## src/rtl/frame_writer_if.sv

```systemverilog
// Host pixel stream, bank control and RAM write port of the frame writer.
// The master side is the host/display; the slave side is frame_writer.
interface frame_writer_if #(
  parameter int DATA_WIDTH = 8,
  parameter int ADDR_WIDTH = 14
);
  logic [DATA_WIDTH-1:0] in_data;
  logic                  in_sof;
  logic                  in_valid;
  logic                  in_ready;
  logic                  bank_lock;
  logic                  w_en;
  logic [ADDR_WIDTH-1:0] w_addr;
  logic [DATA_WIDTH-1:0] w_data;
  logic                  w_bank;
  logic                  frame_done;
  logic                  sync_err;

  modport master (
    output in_data, in_sof, in_valid, bank_lock,
    input  in_ready, w_en, w_addr, w_data, w_bank, frame_done, sync_err
  );

  modport slave (
    input  in_data, in_sof, in_valid, bank_lock,
    output in_ready, w_en, w_addr, w_data, w_bank, frame_done, sync_err
  );
endinterface

```

## src/rtl/frame_writer.sv

```systemverilog
// Writes a host colour-component stream into one bank of a double-buffered
// frame RAM, swapping banks at frame end unless the display holds bank_lock.
module frame_writer #(
  parameter int ADDR_WIDTH = 14,
  parameter int ROW_WIDTH  = 5,
  parameter int NB_ROWS    = 32,
  parameter int NB_ANGLES  = 128,
  parameter int DATA_WIDTH = 8
) (
  input logic             clk,
  input logic             nrst,
  frame_writer_if.slave   bus
);

  localparam int ANGLE_WIDTH = (NB_ANGLES > 1) ? $clog2(NB_ANGLES) : 1;

  localparam logic [1:0] S_IDLE  = 2'd0;
  localparam logic [1:0] S_WRITE = 2'd1;
  localparam logic [1:0] S_SWAP  = 2'd2;

  localparam logic [ANGLE_WIDTH-1:0] ANGLE_LAST = ANGLE_WIDTH'(NB_ANGLES - 1);
  localparam logic [ROW_WIDTH-1:0]   ROW_LAST   = ROW_WIDTH'(NB_ROWS - 1);

  logic [1:0]             state_reg;
  logic [1:0]             color_reg;
  logic [ANGLE_WIDTH-1:0] angle_reg;
  logic [ROW_WIDTH-1:0]   row_reg;
  logic [ADDR_WIDTH-1:0]  addr_reg;
  logic                   w_en_reg;
  logic [ADDR_WIDTH-1:0]  w_addr_reg;
  logic [DATA_WIDTH-1:0]  w_data_reg;
  logic                   w_bank_reg;
  logic                   frame_done_reg;
  logic                   sync_err_reg;
  logic                   accept;
  logic                   last_beat;

  assign bus.in_ready   = (state_reg != S_SWAP);
  assign accept         = bus.in_valid & bus.in_ready;
  assign last_beat      = (color_reg == 2'd2) && (angle_reg == ANGLE_LAST) && (row_reg == ROW_LAST);

  assign bus.w_en       = w_en_reg;
  assign bus.w_addr     = w_addr_reg;
  assign bus.w_data     = w_data_reg;
  assign bus.w_bank     = w_bank_reg;
  assign bus.frame_done = frame_done_reg;
  assign bus.sync_err   = sync_err_reg;

  always_ff @(posedge clk) begin
    if (!nrst) begin
      state_reg      <= S_IDLE;
      color_reg      <= '0;
      angle_reg      <= '0;
      row_reg        <= '0;
      addr_reg       <= '0;
      w_en_reg       <= 1'b0;
      w_addr_reg     <= '0;
      w_data_reg     <= '0;
      w_bank_reg     <= 1'b0;
      frame_done_reg <= 1'b0;
      sync_err_reg   <= 1'b0;
    end else begin
      w_en_reg       <= 1'b0;
      frame_done_reg <= 1'b0;
      sync_err_reg   <= 1'b0;
      case (state_reg)
        S_IDLE: begin
          if (accept && bus.in_sof) begin
            w_en_reg   <= 1'b1;
            w_addr_reg <= '0;
            w_data_reg <= bus.in_data;
            color_reg  <= 2'd1;
            angle_reg  <= '0;
            row_reg    <= '0;
            addr_reg   <= ADDR_WIDTH'(1);
            state_reg  <= S_WRITE;
          end
        end
        S_WRITE: begin
          if (accept) begin
            w_en_reg   <= 1'b1;
            w_data_reg <= bus.in_data;
            if (bus.in_sof) begin
              // Resynchronise: this beat becomes pixel 0 of a fresh frame.
              sync_err_reg <= 1'b1;
              w_addr_reg   <= '0;
              color_reg    <= 2'd1;
              angle_reg    <= '0;
              row_reg      <= '0;
              addr_reg     <= ADDR_WIDTH'(1);
            end else begin
              w_addr_reg <= addr_reg;
              if (last_beat) begin
                color_reg <= '0;
                angle_reg <= '0;
                row_reg   <= '0;
                addr_reg  <= '0;
                state_reg <= S_SWAP;
              end else begin
                addr_reg <= addr_reg + ADDR_WIDTH'(1);
                if (color_reg == 2'd2) begin
                  color_reg <= '0;
                  if (angle_reg == ANGLE_LAST) begin
                    angle_reg <= '0;
                    row_reg   <= row_reg + ROW_WIDTH'(1);
                  end else begin
                    angle_reg <= angle_reg + ANGLE_WIDTH'(1);
                  end
                end else begin
                  color_reg <= color_reg + 2'd1;
                end
              end
            end
          end
        end
        S_SWAP: begin
          // Entered one edge after the last write, so that write hits the old bank.
          if (!bus.bank_lock) begin
            w_bank_reg     <= ~w_bank_reg;
            frame_done_reg <= 1'b1;
            state_reg      <= S_IDLE;
          end
        end
        default: state_reg <= S_IDLE;
      endcase
    end
  end

endmodule

```

## src/flat_wrapper.sv

```systemverilog
// flat-port wrapper written by rule: the top's interface ports become plain ports
module frame_writer_flat 
#(
  parameter int ADDR_WIDTH = 14,
  parameter int ROW_WIDTH  = 5,
  parameter int NB_ROWS    = 32,
  parameter int NB_ANGLES  = 128,
  parameter int DATA_WIDTH = 8
)
  (clk, nrst, bus_in_data, bus_in_sof, bus_in_valid, bus_bank_lock, bus_in_ready, bus_w_en, bus_w_addr, bus_w_data, bus_w_bank, bus_frame_done, bus_sync_err);
  frame_writer_if #(.DATA_WIDTH(DATA_WIDTH), .ADDR_WIDTH(ADDR_WIDTH)) bus_i ();
  input logic clk;
  input logic nrst;
  input wire logic [$bits(bus_i.in_data)-1:0] bus_in_data;
  input wire logic [$bits(bus_i.in_sof)-1:0] bus_in_sof;
  input wire logic [$bits(bus_i.in_valid)-1:0] bus_in_valid;
  input wire logic [$bits(bus_i.bank_lock)-1:0] bus_bank_lock;
  output wire logic [$bits(bus_i.in_ready)-1:0] bus_in_ready;
  output wire logic [$bits(bus_i.w_en)-1:0] bus_w_en;
  output wire logic [$bits(bus_i.w_addr)-1:0] bus_w_addr;
  output wire logic [$bits(bus_i.w_data)-1:0] bus_w_data;
  output wire logic [$bits(bus_i.w_bank)-1:0] bus_w_bank;
  output wire logic [$bits(bus_i.frame_done)-1:0] bus_frame_done;
  output wire logic [$bits(bus_i.sync_err)-1:0] bus_sync_err;
  assign bus_i.in_data = bus_in_data;
  assign bus_i.in_sof = bus_in_sof;
  assign bus_i.in_valid = bus_in_valid;
  assign bus_i.bank_lock = bus_bank_lock;
  assign bus_in_ready = bus_i.in_ready;
  assign bus_w_en = bus_i.w_en;
  assign bus_w_addr = bus_i.w_addr;
  assign bus_w_data = bus_i.w_data;
  assign bus_w_bank = bus_i.w_bank;
  assign bus_frame_done = bus_i.frame_done;
  assign bus_sync_err = bus_i.sync_err;
  frame_writer #(.ADDR_WIDTH(ADDR_WIDTH), .ROW_WIDTH(ROW_WIDTH), .NB_ROWS(NB_ROWS), .NB_ANGLES(NB_ANGLES), .DATA_WIDTH(DATA_WIDTH)) u_core (.clk(clk), .nrst(nrst), .bus(bus_i));
endmodule
```

## config.mk

```make
export PLATFORM = sky130hd
export DESIGN_NAME = frame_writer_flat
export DESIGN_NICKNAME = d
export VERILOG_FILES = /design/src/rtl/frame_writer_if.sv /design/src/rtl/frame_writer.sv /design/src/flat_wrapper.sv
export SDC_FILE = /design/constraint.sdc
export NUM_CORES = 1
export LEC_CHECK = 0
export BUFFER_PORTS_ARGS = -buffer_cell sky130_fd_sc_hd__buf_2
export CAP_MARGIN = 20
export CORE_ASPECT_RATIO = 1.75
export CORE_UTILIZATION = 55
export DETAILED_ROUTE_END_ITERATION = 16
export MAX_ROUTING_LAYER = met4
export PLACE_DENSITY = 0.87
export SYNTH_ARGS = -nofsm -noshare
export SYNTH_HDL_FRONTEND = slang
export SYNTH_SLANG_ARGS = --single-unit
```

## constraint.sdc

```tcl
create_clock -name clk -period 2.7 [get_ports clk]
set_clock_uncertainty 0.05 [all_clocks]
set_input_delay 0.54 -clock clk [delete_from_list [all_inputs] [get_ports clk]]
set_output_delay 0.54 -clock clk [all_outputs]
set_load 0.03 [all_outputs]
```

# == Yosys cells after proc, flatten, opt, wreduce, memory -nomap -nowiden ==
# Cells that the tools add are included.
# classes
add_sub_neg,4
eq_ne,13
muxes,42
n_bitwise,3
reduce_logical,12
# ops
op,count
14-bit two-way mux,7
14-bit case mux with 2 select lines,2
7-bit two-way mux,6
5-bit two-way mux,6
2-bit two-way mux,9
8-bit two-way mux,2
8-bit case mux with 2 select lines,1
14-bit by 1-bit adder with 14-bit output (second input constant),1
7-bit case mux with 2 select lines,1
5-bit case mux with 2 select lines,1
5-bit AND reduction,2
4-bit by 2-bit inequality test with 1-bit output (second input constant),2
7-bit by 1-bit adder with 7-bit output (second input constant),1
7-bit == test (second input constant),1
2-bit by 1-bit inequality test with 1-bit output (second input constant),3
2-bit inequality test (second input constant),3
2-bit case mux with 3 select lines,1
3-bit AND reduction,2
5-bit by 1-bit adder with 5-bit output (second input constant),1
5-bit == test (second input constant),1
2-bit == test (second input constant),2
1-bit two-way mux,4
2-bit case mux with 2 select lines,1
2-bit AND reduction,2
9 further kinds,12
# word_totals
ff_bits,56
out_inout_bits,27
wordCells,85

# == Longest topological paths before layout ==
# logic_depth
depth_word,7
depth_mapped,8
mapped_depth_nobuf,7

# == Worst setup path before layout ==
# Ideal clock, no wire load.
# synth_timing
path_kind,input to register
start,input bus_in_sof
end,register u_core.addr_reg[13]
t_arrival_ps,2105
path_slack_ps,459
path_stages,6
n_path_buf,2
path_cell_list,buf_2 -> nor2_1 -> or4_1 -> buf_2 -> or4_1 -> a211oi_1
# synth_via
elab_chain_len,3
word_cells_on_any_way,6
cone_classes,eq/ne (1); mux (3); reduce/logical (2)
# synth_rtl
item,line_no,text
from (decl),flat_wrapper.sv:15,input wire logic [$bits(bus_i.in_sof)-1:0] bus_in_sof;
14-bit two-way mux / 1-bit logical AND (equally long branches),"frame_writer.sv:83, frame_writer.sv:68",
14-bit two-way mux / 2-bit by 1-bit inequality test with 1-bit output (equally long branches),-,
14-bit case mux with 2 select lines / 3-bit AND reduction (equally long branches),-,
to (signal assigned),frame_writer.sv:100,addr_reg <= addr_reg + ADDR_WIDTH'(1);
to (decl),frame_writer.sv:28,logic [ADDR_WIDTH-1:0] addr_reg;
# Parallel ways exist; a longest one is shown, timed or not. The select of a mux whose other input is x is not followed.
# A chain may end at the register's enable or synchronous reset.

# == Final worst setup path ==
# layout_timing
start,register u_core.state_reg[0]
end,register u_core.addr_reg[13]
# layout_via
elab_chain_len,5
word_cells_on_any_way,10
cone_classes,eq/ne (4); mux (1); bitwise (1); reduce/logical (4)
# layout_rtl
item,line_no,text
from (decl),frame_writer.sv:24,logic [1:0] state_reg;
from (signal assigned),frame_writer.sv:51,state_reg <= S_IDLE;
from (signal assigned),frame_writer.sv:76,state_reg <= S_WRITE;
from (signal assigned),frame_writer.sv:98,state_reg <= S_SWAP;
2-bit inequality test,frame_writer.sv:38,assign bus.in_ready = (state_reg != S_SWAP);
1-bit AND,frame_writer.sv:39,assign accept = bus.in_valid & bus.in_ready;
1-bit logical AND,frame_writer.sv:68,if (accept && bus.in_sof) begin
2-bit by 1-bit inequality test with 1-bit output (no source line),-,
3-bit AND reduction (no source line),-,
# Parallel ways exist; a longest one is shown, timed or not.

==> impl_results.md <==
* Maximum VDD drop at 0.473 mV
* Die Y at 88.1 µm
* Top Ports at 40
* Sequential area share after synthesis at 48.1%
* Syn Nets at 281
* R2R depth at 4
* Final worst setup slack at 0.580 ns
* Dominant cells by area after synthesis: dfxtp_1 (48%), a22oi_1 (4.5%), nand2_1 (4.3%)
* I/O Buffers at 39
* Pre-antenna DRT Iters at 4
* Worst R2R Setup Slack at 0.58 ns
* Ys async rst share at 0%
* Fillers at 375
* CTS Sinks at 56
* Slowest CP cell: or4_1
* Mapped Cells at 264
* Ys Warns at 0
* Routed WL at about 5000 µm
* CTS Root Buffer Type: clkbuf_8
* #FFs+latches synth at between 50 and 60
* Mux contribution to synthesized area at 0.858%
* Cell mode on critical path: or4_1
* CP Max Fanout at 9
* Placed insts at 343
* Hold path depth at 2
* Critical setup path kind: flop to flop
* First-pass GRT wire length at 7950 µm
* Die width at slightly above 50 µm
* Arrival time worst endpoint at 2.31 ns
* FMAX at approximately 470 MHz
* Final Hold Vio Count at 0
* Pwr dens at roughly 530 nW/µm²
* Fin crit share at 78.5%
* Synthesized-area fraction occupied by adder cells at 2.15%
* Crit path largest cell delay at ~0.67 ns
* Tot Pwr at 1.43 mW
* Worst endpoint required time at approximately 2.9 ns
* Congestion Overflow GR at 0
* Hold WC Path Type: input port to flop
* Leak at 1.04 nW
* Final Max Slew Viols at 0
* Maxcap violations at 0
* Worst R2R Start: u_core.state_reg[0]
* Post-Syn Area at 2330 µm²
* Setup_tns at 0 ns
* Worst slew pin tran at 0.936 ns
* Via count at about 2100
* Drt via density at 5.88
* Routability cong. at just over 0.8
* Post-Layout Cell Count at 351
* Initial antenna violation count at 0
* Overall Global Routing Usage at 24.4%
* Post-synthesis xor/xnor area fraction at 3.76%
* Hold EP: u_core.bus.frame_done
* Starting Density at 56.7%
* Top-area cell type share of the netlist area at 48.1%
* Reg-to-reg endpoint: u_core.addr_reg[13]
* Crit. End Element: flop
* Post-cts sizing count at 0
* Leading area contributor after synthesis: dfxtp_1
* Nets at 318
* Ant diodes at 0
* Clock slew at reported path FFs at ~0.10 ns
* Row cnt at 31
* Die Area at 4520 µm²
* DP HPWL at 3480 µm
* CTS Buffer Depth at 2
* Util after Layout at approximately 65%
* # H-tree levels at 2
* Iteration-0 DRC count of the detailed router at 54
* Run status: complete, no violations
* Core area at 4110 µm²
* Min Tclk post-route at 2.12 ns
* Vias in the first global route at 1798
* Startpoint Class: flop
* Top_reg_cell synth: dfxtp_1
* Avg Inst Size Synth at 8.83 µm²
* CTS Buf Count at 5
* Residual DRC at 0
* Simple-Gate Fraction of Synth Area at around 23%
* Largest family of logic cells by synthesized area: simple AND/OR/NAND/NOR gates
* Compound-gate portion of the synthesized area at 18.4%
* Slew headroom at between 30 and 40%
* Layout area overhead at 14.5%
* Clk_lat worst skew at 0.32 ns
* Final setup fails at 0
* Place WS at between 0.2 and 0.3 ns
* TritonCTS clock tree: yes
* Number of hold buffers added after cts at 0
* Largest net degree at the start of global routing at 31
* RSZ-0062 raised after global routing: no
* Remaining antenna violation count at 0
* Layout cells sized above 1 at 18.9%
* Post-CTS Setup Bufs at 0
* Critical Path Start: u_core.state_reg[0]
* Worst Hold Launch: bus_bank_lock
* Post-synth EDFFs at 0
* Yosys cell types at just over 40
* Crit path cell chain: nor2_1 > or4_1 > or4_1 > a211oi_1
* Avg WL per Cell at 14.1 µm
==> routing by layer <==
layer / up-vias / wire (µm) / track usage, %
met5: - / 0 / -
met4: 0 / 144 / 11.3
met3: 15 / 227 / 5.38
met2: 61 / 2690 / 42.7
met1: 950 / 1890 / 25.4
li1: 1039 / - / -
==> layout by cell type, fill, tap and decap left out, types with 4 or more instances in the layout <==
| master | Yosys | final |
|---|---|---|
| nor3_1 | 14 | 14 |
| a21oi_1 | 17 | 17 |
| dfxtp_1 | 56 | 56 |
| nor2_1 | 21 | 21 |
| nand3_1 | 8 | 8 |
| o211ai_1 | 4 | 4 |
| xor2_1 | 5 | 5 |
| nand2_1 | 27 | 27 |
| o21ai_0 | 13 | 13 |
| a22oi_1 | 14 | 14 |
| o31ai_1 | 4 | 4 |
| clkbuf_8 | 0 | 5 |
| xnor2_1 | 5 | 5 |
| buf_4 | 0 | 5 |
| inv_1 | 6 | 6 |
| or3_1 | 7 | 7 |
| a211oi_1 | 10 | 10 |
| buf_2 | 2 | 39 |
| ha_1 | 4 | 4 |
| or4_1 | 7 | 7 |
==> worst max-delay path by stage <==
stage / end / slack [ns] / cells after the start
final: u_core.addr_reg[13] / 0.58 / 4
after global placement: u_core.addr_reg[13] / 0.37 / 5
after detailed placement: u_core.row_reg[3] / 0.27 / 5
after global routing: u_core.row_reg[3] / 0.41 / 4
after CTS: u_core.addr_reg[13] / 0.59 / 4
after floorplan: u_core.addr_reg[13] / 0.46 / 6
==> Yosys cell counts (5+ instances only) <==
cell type / count
dfxtp_1: 56
xnor2_1: 5
or3_1: 7
a21oi_1: 17
clkbuf_1: 12
or4_1: 7
nor2_1: 21
nor3_1: 14
nand3_1: 8
o21ai_0: 13
xor2_1: 5
inv_1: 6
nand2_1: 27
a22oi_1: 14
a211oi_1: 10
==> cells by family (layout without fill, tap and decap cells) <==
kind of cell | after synthesis | count (layout)
simple gates | 104 | 104
compound gates | 67 | 67
flops | 56 | 56
buf+inv | 21 | 59
xor+xnor | 10 | 10
fa+ha+maj | 4 | 4
mux | 2 | 2
==> layout make-up <==
cell class / count / area [µm²] / area share [%]
Clock buffer: 5 / 68.8 / 2.58
Multi-Input combinational cell: 187 / 1120 / 42.0
Clock inverter: 3 / 21.3 / 0.797
Inverter: 6 / 22.5 / 0.843
Timing Repair Buffer: 45 / 253 / 9.47
Sequential cell: 56 / 1120 / 42.0
Tap cell: 49 / 61.3 / 2.30
==> where the power goes <==
group	switching [mW]	leakage (nW)	internal, mW
clock	0.279	0.0445	0.185
combinational	0.0779	0.538	0.0371
sequential	0.0107	0.453	0.839
total	0.367	1.04	1.06
==> critical path: cells and delay by family, from the launching register on <==
| family | cells | cell delay (ns) |
|---|---|---|
| AND/OR/NAND/NOR | 3 | 1.33 |
| flip-flops | 1 | 0.45 |
| AO/OA/AOI/OAI | 1 | 0.22 |
==> per-stage QoR <==
| stage | cell area, µm² | hold WS [ns] |
|---|---|---|
| floorplan | 2330 | 0.404 |
| global placement | 2580 | 0.389 |
| detailed placement | 2580 | 0.398 |
| CTS | 2670 | 0.355 |
| global route | 2670 | 0.357 |
| finish | 2670 | 0.367 |
(Power assumes the default switching activity.)
